`src/rtl/div_req_ctrl.sv`:
```
// Request/response controller for the 32/16 restoring divider core.
// Optional two's-complement operation is enabled with the SIGNED_DIV_EN macro.
module div_req_ctrl #(
   parameter int TIMEOUT = 40,
   parameter int CNT_W   = 6
) (
   input  logic        clk,
   input  logic        clear,
   input  logic        in_valid,
   output logic        in_ready,
   input  logic [31:0] in_a,
   input  logic [15:0] in_b,
   input  logic        in_signed,
   output logic        div_start,
   output logic [31:0] div_a,
   output logic [15:0] div_b,
   input  logic        div_ready,
   input  logic [31:0] div_q,
   input  logic [15:0] div_r,
   output logic        res_valid,
   input  logic        res_ready,
   output logic [31:0] res_q,
   output logic [15:0] res_r,
   output logic        res_dz,
   output logic        res_ovf,
   output logic        res_to
);

   typedef enum logic [2:0] {
      S_IDLE,
      S_LAUNCH,
      S_WAIT,
      S_FIX,
      S_DONE
   } state_t;

   localparam logic [CNT_W-1:0] TO_LAST = CNT_W'(TIMEOUT - 1);

   state_t           state, state_next;
   logic [CNT_W-1:0] cnt;
   logic [31:0]      a_mag;
   logic [15:0]      b_mag;
   logic [31:0]      fix_q;
   logic [15:0]      fix_r;
   logic             fix_ovf;
   logic             take;
   logic             expire;

`ifdef SIGNED_DIV_EN
   logic sa_in, sb_in;
   logic sa, sb;

   assign sa_in   = in_a[31] & in_signed;
   assign sb_in   = in_b[15] & in_signed;
   assign a_mag   = sa_in ? (~in_a + 32'd1) : in_a;
   assign b_mag   = sb_in ? (~in_b + 16'd1) : in_b;
   // res_q/res_r hold the raw core result during FIX and are corrected in place.
   assign fix_q   = (sa ^ sb) ? (~res_q + 32'd1) : res_q;
   assign fix_r   = sa ? (~res_r + 16'd1) : res_r;
   assign fix_ovf = sa & sb & res_q[31];

   always_ff @(posedge clk or negedge clear) begin
      if (!clear) begin
         sa <= 1'b0;
         sb <= 1'b0;
      end else if (state == S_IDLE && in_valid) begin
         sa <= sa_in;
         sb <= sb_in;
      end
   end
`else
   logic unused_signed;

   assign unused_signed = in_signed;
   assign a_mag         = in_a;
   assign b_mag         = in_b;
   assign fix_q         = res_q;
   assign fix_r         = res_r;
   assign fix_ovf       = 1'b0;
`endif

   // The first WAIT cycle (cnt==0) may still see the previous operation's done flag.
   assign take   = div_ready && (cnt != '0);
   assign expire = (cnt == TO_LAST);

   always_ff @(posedge clk or negedge clear) begin
      if (!clear) state <= S_IDLE;
      // NOTE: sequential state uses non-blocking assignments so every register
      // samples the pre-edge values, independent of statement order.
      else        state <= state_next;
   end

   always_comb begin
      // NOTE: every combinational output gets a default first so no path leaves
      // it unassigned, which would infer a latch.
      state_next = state;
      in_ready   = (state == S_IDLE);
      div_start  = (state == S_LAUNCH);
      res_valid  = (state == S_DONE);
      case (state)
         S_IDLE:   if (in_valid) state_next = (in_b == 16'd0) ? S_DONE : S_LAUNCH;
         S_LAUNCH: state_next = S_WAIT;
         S_WAIT: begin
            if (take)        state_next = S_FIX;
            else if (expire) state_next = S_DONE;
         end
         S_FIX:    state_next = S_DONE;
         S_DONE:   if (res_ready) state_next = S_IDLE;
         default:  state_next = S_IDLE;
      endcase
   end

   always_ff @(posedge clk or negedge clear) begin
      // NOTE: the datapath registers are reset too, so no stale operand or result
      // is visible on the outputs after reset.
      if (!clear) begin
         cnt     <= '0;
         div_a   <= '0;
         div_b   <= '0;
         res_q   <= '0;
         res_r   <= '0;
         res_dz  <= 1'b0;
         res_ovf <= 1'b0;
         res_to  <= 1'b0;
      end else begin
         case (state)
            S_IDLE: begin
               if (in_valid) begin
                  if (in_b == 16'd0) begin
                     res_dz <= 1'b1;
                     res_q  <= 32'hFFFF_FFFF;
                     res_r  <= in_a[15:0];
                  end else begin
                     div_a <= a_mag;
                     div_b <= b_mag;
                  end
               end
            end
            S_LAUNCH: cnt <= '0;
            S_WAIT: begin
               cnt <= cnt + 1'b1;
               if (take) begin
                  res_q <= div_q;
                  res_r <= div_r;
               end else if (expire) begin
                  res_to <= 1'b1;
                  res_q  <= '0;
                  res_r  <= '0;
               end
            end
            S_FIX: begin
               res_q   <= fix_q;
               res_r   <= fix_r;
               res_ovf <= fix_ovf;
            end
            S_DONE: begin
               if (res_ready) begin
                  res_dz  <= 1'b0;
                  res_ovf <= 1'b0;
                  res_to  <= 1'b0;
               end
            end
            default: ;
         endcase
      end
   end

endmodule

```
`config.mk`:
```
export PLATFORM = sky130hd
export DESIGN_NAME = div_req_ctrl
export DESIGN_NICKNAME = d
export VERILOG_FILES = /design/src/rtl/div_req_ctrl.sv
export SDC_FILE = /design/constraint.sdc
export NUM_CORES = 1
export LEC_CHECK = 0
export ABC_AREA = 1
export CAP_MARGIN = 40
export CORE_UTILIZATION = 35
export CTS_CLUSTER_SIZE = 12
export DETAILED_ROUTE_END_ITERATION = 16
export GPL_TIMING_DRIVEN = 0
export PLACE_DENSITY = 0.69
export SLEW_MARGIN = 15
export SYNTH_ARGS = -nofsm -noshare
export SYNTH_HDL_FRONTEND = slang
export SYNTH_SLANG_ARGS = --single-unit
```
`constraint.sdc`:
```
create_clock -name clk -period 2.3 [get_ports clk]
set_clock_uncertainty 0.05 [all_clocks]
set_input_delay 0.345 -clock clk [delete_from_list [all_inputs] [get_ports clk]]
set_output_delay 0.345 -clock clk [all_outputs]
set_load 0.02 [all_outputs]
```
# After elaboration in Yosys (flattened, before gate mapping)
# Index checks and enable logic that the tools add are counted.
# word_totals
regBits	108
output_inout_bits	102
# classes
add_sub_neg	1
n_eq_ne	11
mux	25
bitwise_logic	1
n_reduce_logical	15
# op_table
op	count
32-bit two-way mux	4
16-bit two-way mux	4
32-bit case mux with 2 select lines	1
16-bit case mux with 2 select lines	1
16-bit zero test	1
3-bit two-way mux	5
3-bit case mux with 5 select lines	1
6-bit case mux with 2 select lines	1
4-bit AND reduction	3
2-bit nonzero test	5
6-bit by 1-bit adder with 6-bit output (second input constant)	1
3-bit by 2-bit == test with 1-bit output (second input constant)	2
6-bit == test (second input constant)	1
2-bit != test (second input constant)	3
1-bit case mux with 2 select lines	3
3-bit AND reduction	2
6-bit nonzero test	1
1-bit two-way mux	5
2-bit by 1-bit != test with 1-bit output (second input constant)	2
3-bit by 1-bit == test with 1-bit output (second input constant)	1
3-bit == test (second input constant)	1
3-bit zero test	1
3-bit != test (second input constant)	1
2-bit AND reduction	1
other kinds (2)	2

# Logic depth before layout (Yosys ltp)
# depth
depth_word	4
ltp_mapped	10
ltp_nobuf	9

# Worst setup path before layout
# No wires, ideal clock.
# synth_timing
kind	reg-to-reg
start	register state[2]
end	register res_q[0]
arrival_time_ns	1.510
t_required_ns	2.133
path_slack_ns	0.623
path_stages_with_launch	9
n_path_buf	2
period_less_slack_ns	1.677
cell_sequence	dfrtp_1 nor3_4 nand3_1 nand2_1 nand2_1 buf_4 buf_6 nand2_1 nand2_1
# synth_via
elab_chain_len	3
elab_cells_between_ends	8
cone_classes	eq/ne (4); mux (1); reduce/logical (3)
# synth_rtl
item	line_no	source
start: declaration	39	state_t state, state_next;
start signal: assignment	90	else state <= state_next;
3-bit zero test (*)	-	
net in_ready	10	output logic in_ready,
2-bit by 1-bit != test with 1-bit output (no line) (tied with other cells)	-	
4-bit AND reduction (no line)	-	
end signal: assignment	143	res_q <= div_q;
end signal: assignment	152	res_q <= fix_q;
end: declaration	22	output logic [31:0] res_q,
# The timed path passes the listed nets; every way through them passes the cells marked *.
# A chain may end at the register's enable or synchronous reset.

# Worst setup path after layout
# layout_timing
start	register state[2]
end	output port in_ready
# layout_via
elab_chain_len	1
# layout_rtl
item	line_no	source
3-bit zero test	97	in_ready = (state == S_IDLE);
end: declaration	10	
# No other way between the ends.

==> Implementation_results.wiki <==
{| class="wikitable"
! Metric !! Value
|-
| Die Area || 0.0148 mm^2
|-
| Total clock buffers created by CTS || 9
|-
| Sequence of cells on the critical path || nor3_4, clkdlybuf4s50_1
|-
| Standard cell area after detailed placement || 0.00726 mm^2
|-
| Biggest fanout along the worst timing path || 5
|-
| Mean routed wirelength per cell || 14.2 um
|-
| Largest net degree at the start of global routing || 66
|-
| Number of remaining DRC errors || 0
|-
| Global-route congestion overflow total || 0
|-
| Tightest Hold Check Type || flop to flop
|-
| Path type of the worst setup path || flop to output port
|-
| Final period utilization || 92.2%
|-
| Number of instances in the synthesized netlist || 642
|-
| Max-slew violation count || 0
|-
| Die outline height || 122 um
|-
| Drt pass-1 iters || 5
|-
| Arrival time worst endpoint || 1.73 ns
|-
| Via density per instance || 4.61
|-
| Slowest cell on the critical path || clkdlybuf4s50_1
|-
| Number of ports placed on the die boundary || 204
|-
| Area growth syn-to-layout || 51.9%
|-
| Cell count after placement || 1,023
|-
| Reg-to-reg startpoint || cnt[0]$_DFFE_PN0P_
|-
| Max-Cap Viols || 0
|-
| Outcome || completed
|-
| Total non-filler cell area in the finished layout || 0.00761 mm^2
|-
| Routed wire length || 14,700 um
|-
| Final number of hold-violating endpoints || 0
|-
| Endpoint of the most critical setup path || in_ready
|-
| Number of placement rows || 43
|-
| Switching fraction of total power || 42.2%
|-
| Crit path from || state[2]$_DFFE_PN0P_
|-
| Part of the Yosys area used for sequential elements || 53.5%
|-
| Max_slew headroom || 64.5%
|-
| Clock H-tree levels || 3
|-
| Leading cell type in the layout, fill and taps excluded || nand2_1
|-
| Via count of the first global-routing pass || 4,599
|-
| Die width || 122 um
|-
| RSZ-0062 raised after global routing || false
|-
| Count of buffers from port buffering || 200
|-
| Power density over cell area || 1420 mW/mm^2
|-
| Initial antenna violation count || 0
|-
| Yosys warning count || 0
|-
| Number of distinct library cell variants in the gate-level netlist after synthesis || 24
|-
| Standard cell core area || 0.0139 mm^2
|-
| Setup-violating endpoint count in the final report || 0
|-
| Launch point of the worst hold path || res_r[0]$_DFFE_PN0P_
|-
| Post-Syn Area per Cell || 7.80 um^2
|-
| Worst-case register-to-register setup slack || 0.34 ns
|-
| Cell internal pwr || 6250 uW
|-
| Clock power frac || 15.8%
|-
| Final setup TNS || 0 ns
|-
| Cell chosen for the clock root || clkbuf_16
|-
| Post-synthesis instance area || 0.00501 mm^2
|-
| Worst VDD drop || 0.666 mV
|-
| Number of vias after detailed routing || 4,792
|-
| Crit end category || output port
|-
| Number of synthesized register bits || 107
|-
| Number of nets in the finished design || 959
|-
| Destination of the worst register-to-register timing path || res_q[15]$_DFFE_PN0P_
|-
| Initial DRC Count || 252
|-
| Maximum root-to-sink buffer count || 2
|-
| Final instance count without filler cells || 1,040
|-
| Worst Max-Slew Pin Slew || 0.533 ns
|-
| Leakage power summed over all cells || 0.00376 uW
|-
| Global-route wire length before repair || 23,300 um
|-
| Commonest cells after routing, fill and taps aside || 268 x nand2_1, 197 x clkdlybuf4s50_1, 107 x dfrtp_1, 66 x inv_1, 59 x nand3_1
|-
| Sequential Power Share || 30.4%
|-
| Global-route total usage across every layer || 20.5%
|-
| N_diodes || 0
|-
| Half-perimeter wire length after placement || 11,000 um
|-
| Antenna Violating Nets Remaining || 0
|-
| Register-to-Register Path Depth || 10
|-
| GP Congestion || 0.844
|-
| Fraction of power consumed by combinational cells || 53.8%
|-
| Required time of the worst setup path || 1.90 ns
|-
| NetSw || 4570 uW
|-
| Starting utilization of the core area || 35.9%
|-
| Startpoint Class || flop
|-
| Fraction of final layout cells sized beyond drive strength 1 || 5.81%
|-
| Largest stage delay on the critical path || 0.67 ns
|-
| Maximum frequency from static timing analysis || 472 MHz
|-
| Synthesized Nets || 746
|-
| Sinks on Clock Net || 107
|-
| CTS clk-pin slew, worst paths || 0.07 ns
|-
| Post-layout minimum cycle time || 2.12 ns
|-
| Clock tree from TritonCTS || built
|-
| Overall power consumption || 10,800 uW
|-
| Worst-Skew Late Latency || 0.35 ns
|}
## power by group through the flow
stage | Combinational, uW | Sequential, uW | Clock, uW
2_1_floorplan | 2200 | 4290 | 0
3_3_place_gp | 5810 | 3290 | 0
3_5_place_dp | 5880 | 3300 | 0
4_1_cts | 5890 | 3290 | 1750
5_1_grt | 6380 | 3400 | 1830
6_report | 5820 | 3290 | 1710
## routing by layer
| layer | vias up | GRT usage, % | wire length (um) | share of wire [%] |
|---|---|---|---|---|
| met1 | 2176 | 26.7 | 6530 | 44 |
| met3 | 24 | 6.41 | 1190 | 8.1 |
| li1 | 2429 | - | - | - |
| met5 | - | 0 | 0 | 0 |
| met2 | 163 | 31.8 | 6670 | 45 |
| met4 | 0 | 8.10 | 339 | 2.3 |
## flip-flops by register name, summed over array words and instances, names as in the netlist
signal and cells:
div_a 32, res_q 32, div_b 16, res_r 16
cnt 6, state 3, res_dz 1, res_to 1
## kinds of logic (layout without fill, tap and decap cells)
family	count (synthesis)	after routing	share of synthesized area, %
flip-flops	107	107	53.5
AO/OA/AOI/OAI	60	60	6.15
buffers and inverters	106	324	9.27
other	1	1	0.0749
adder cells (fa/ha/maj)	2	2	0.500
AND/OR/NAND/NOR	366	366	30.5
## what timing repair did
action	in CTS	in global routing
resized for setup	0	2
setup buffers	0	0
endpoints found under the setup margin	0	2
endpoints found under the hold margin	42	0
hold buffers	1	0
## worst min-delay path by stage
| stage | end | depth (start not counted) | slack (ns) |
|---|---|---|---|
| floorplan | cnt[0]$_DFFE_PN0P_ | 0 | -0.0006 |
| CTS | res_r[3]$_DFFE_PN0P_ | 2 | 0.43 |
| detailed placement | div_b[9]$_DFFE_PN0P_ | 1 | 0.25 |
| global placement | res_q[18]$_DFFE_PN0P_ | 2 | 0.40 |
| finish | res_r[0]$_DFFE_PN0P_ | 2 | 0.42 |
| global route | res_q[23]$_DFFE_PN0P_ | 2 | 0.44 |
## worst max-delay path, delay by kind of cell (launching register included)
| family | cells | cell delay [ns] |
|---|---|---|
| and+or+nand+nor | 1 | 0.27 |
| DFF | 1 | 0.44 |
| buffers and inverters | 1 | 0.67 |
## area by class of cell
type | instances | area, um^2
clock buffers | 11 | 243
flip-flops and latches | 107 | 2680
well taps | 180 | 225
fillers | 1308 | 6330
repair buffers | 202 | 2050
plain buffers | 39 | 213
inverters | 67 | 251
multi-input cells | 429 | 1870
clock inverters | 5 | 85.1
## synthesized netlist by cell type
master    count  area share (%)
nor3_4        1            0.32
nor2_2        1            0.13
nor3_1        2            0.20
nand3_4       1            0.35
buf_4         7             1.0
clkbuf_4      1            0.15
o21ai_0      53             5.3
nand2_4       1            0.22
clkbuf_1     10            0.75
buf_6         2            0.45
inv_2         1           0.075
buf_1         2            0.15
buf_2        17             1.7
ha_1          2            0.50
conb_1        1           0.075
nand4_1      17             2.1
a21oi_2       1            0.17
nor2_1       16             1.2
a22o_1        1            0.17
dfrtp_1     107              53
nand3_1      59             5.9
inv_1        66             4.9
a21oi_1       5            0.50
nand2_1     268              20
## metrics by stage
stage | setup WS (ns) | utilization (%) | hold slack [ns]
after floorplan | 0.623 | - | -0.000591
after global placement | -3.53 | 51.9 | 0.404
after detailed placement | 0.0331 | 52.1 | 0.249
after CTS | 0.0783 | 54.5 | 0.425
after global routing | 0.112 | 54.6 | 0.439
final | 0.179 | 54.6 | 0.421
Power figures use the tool's default switching activity.
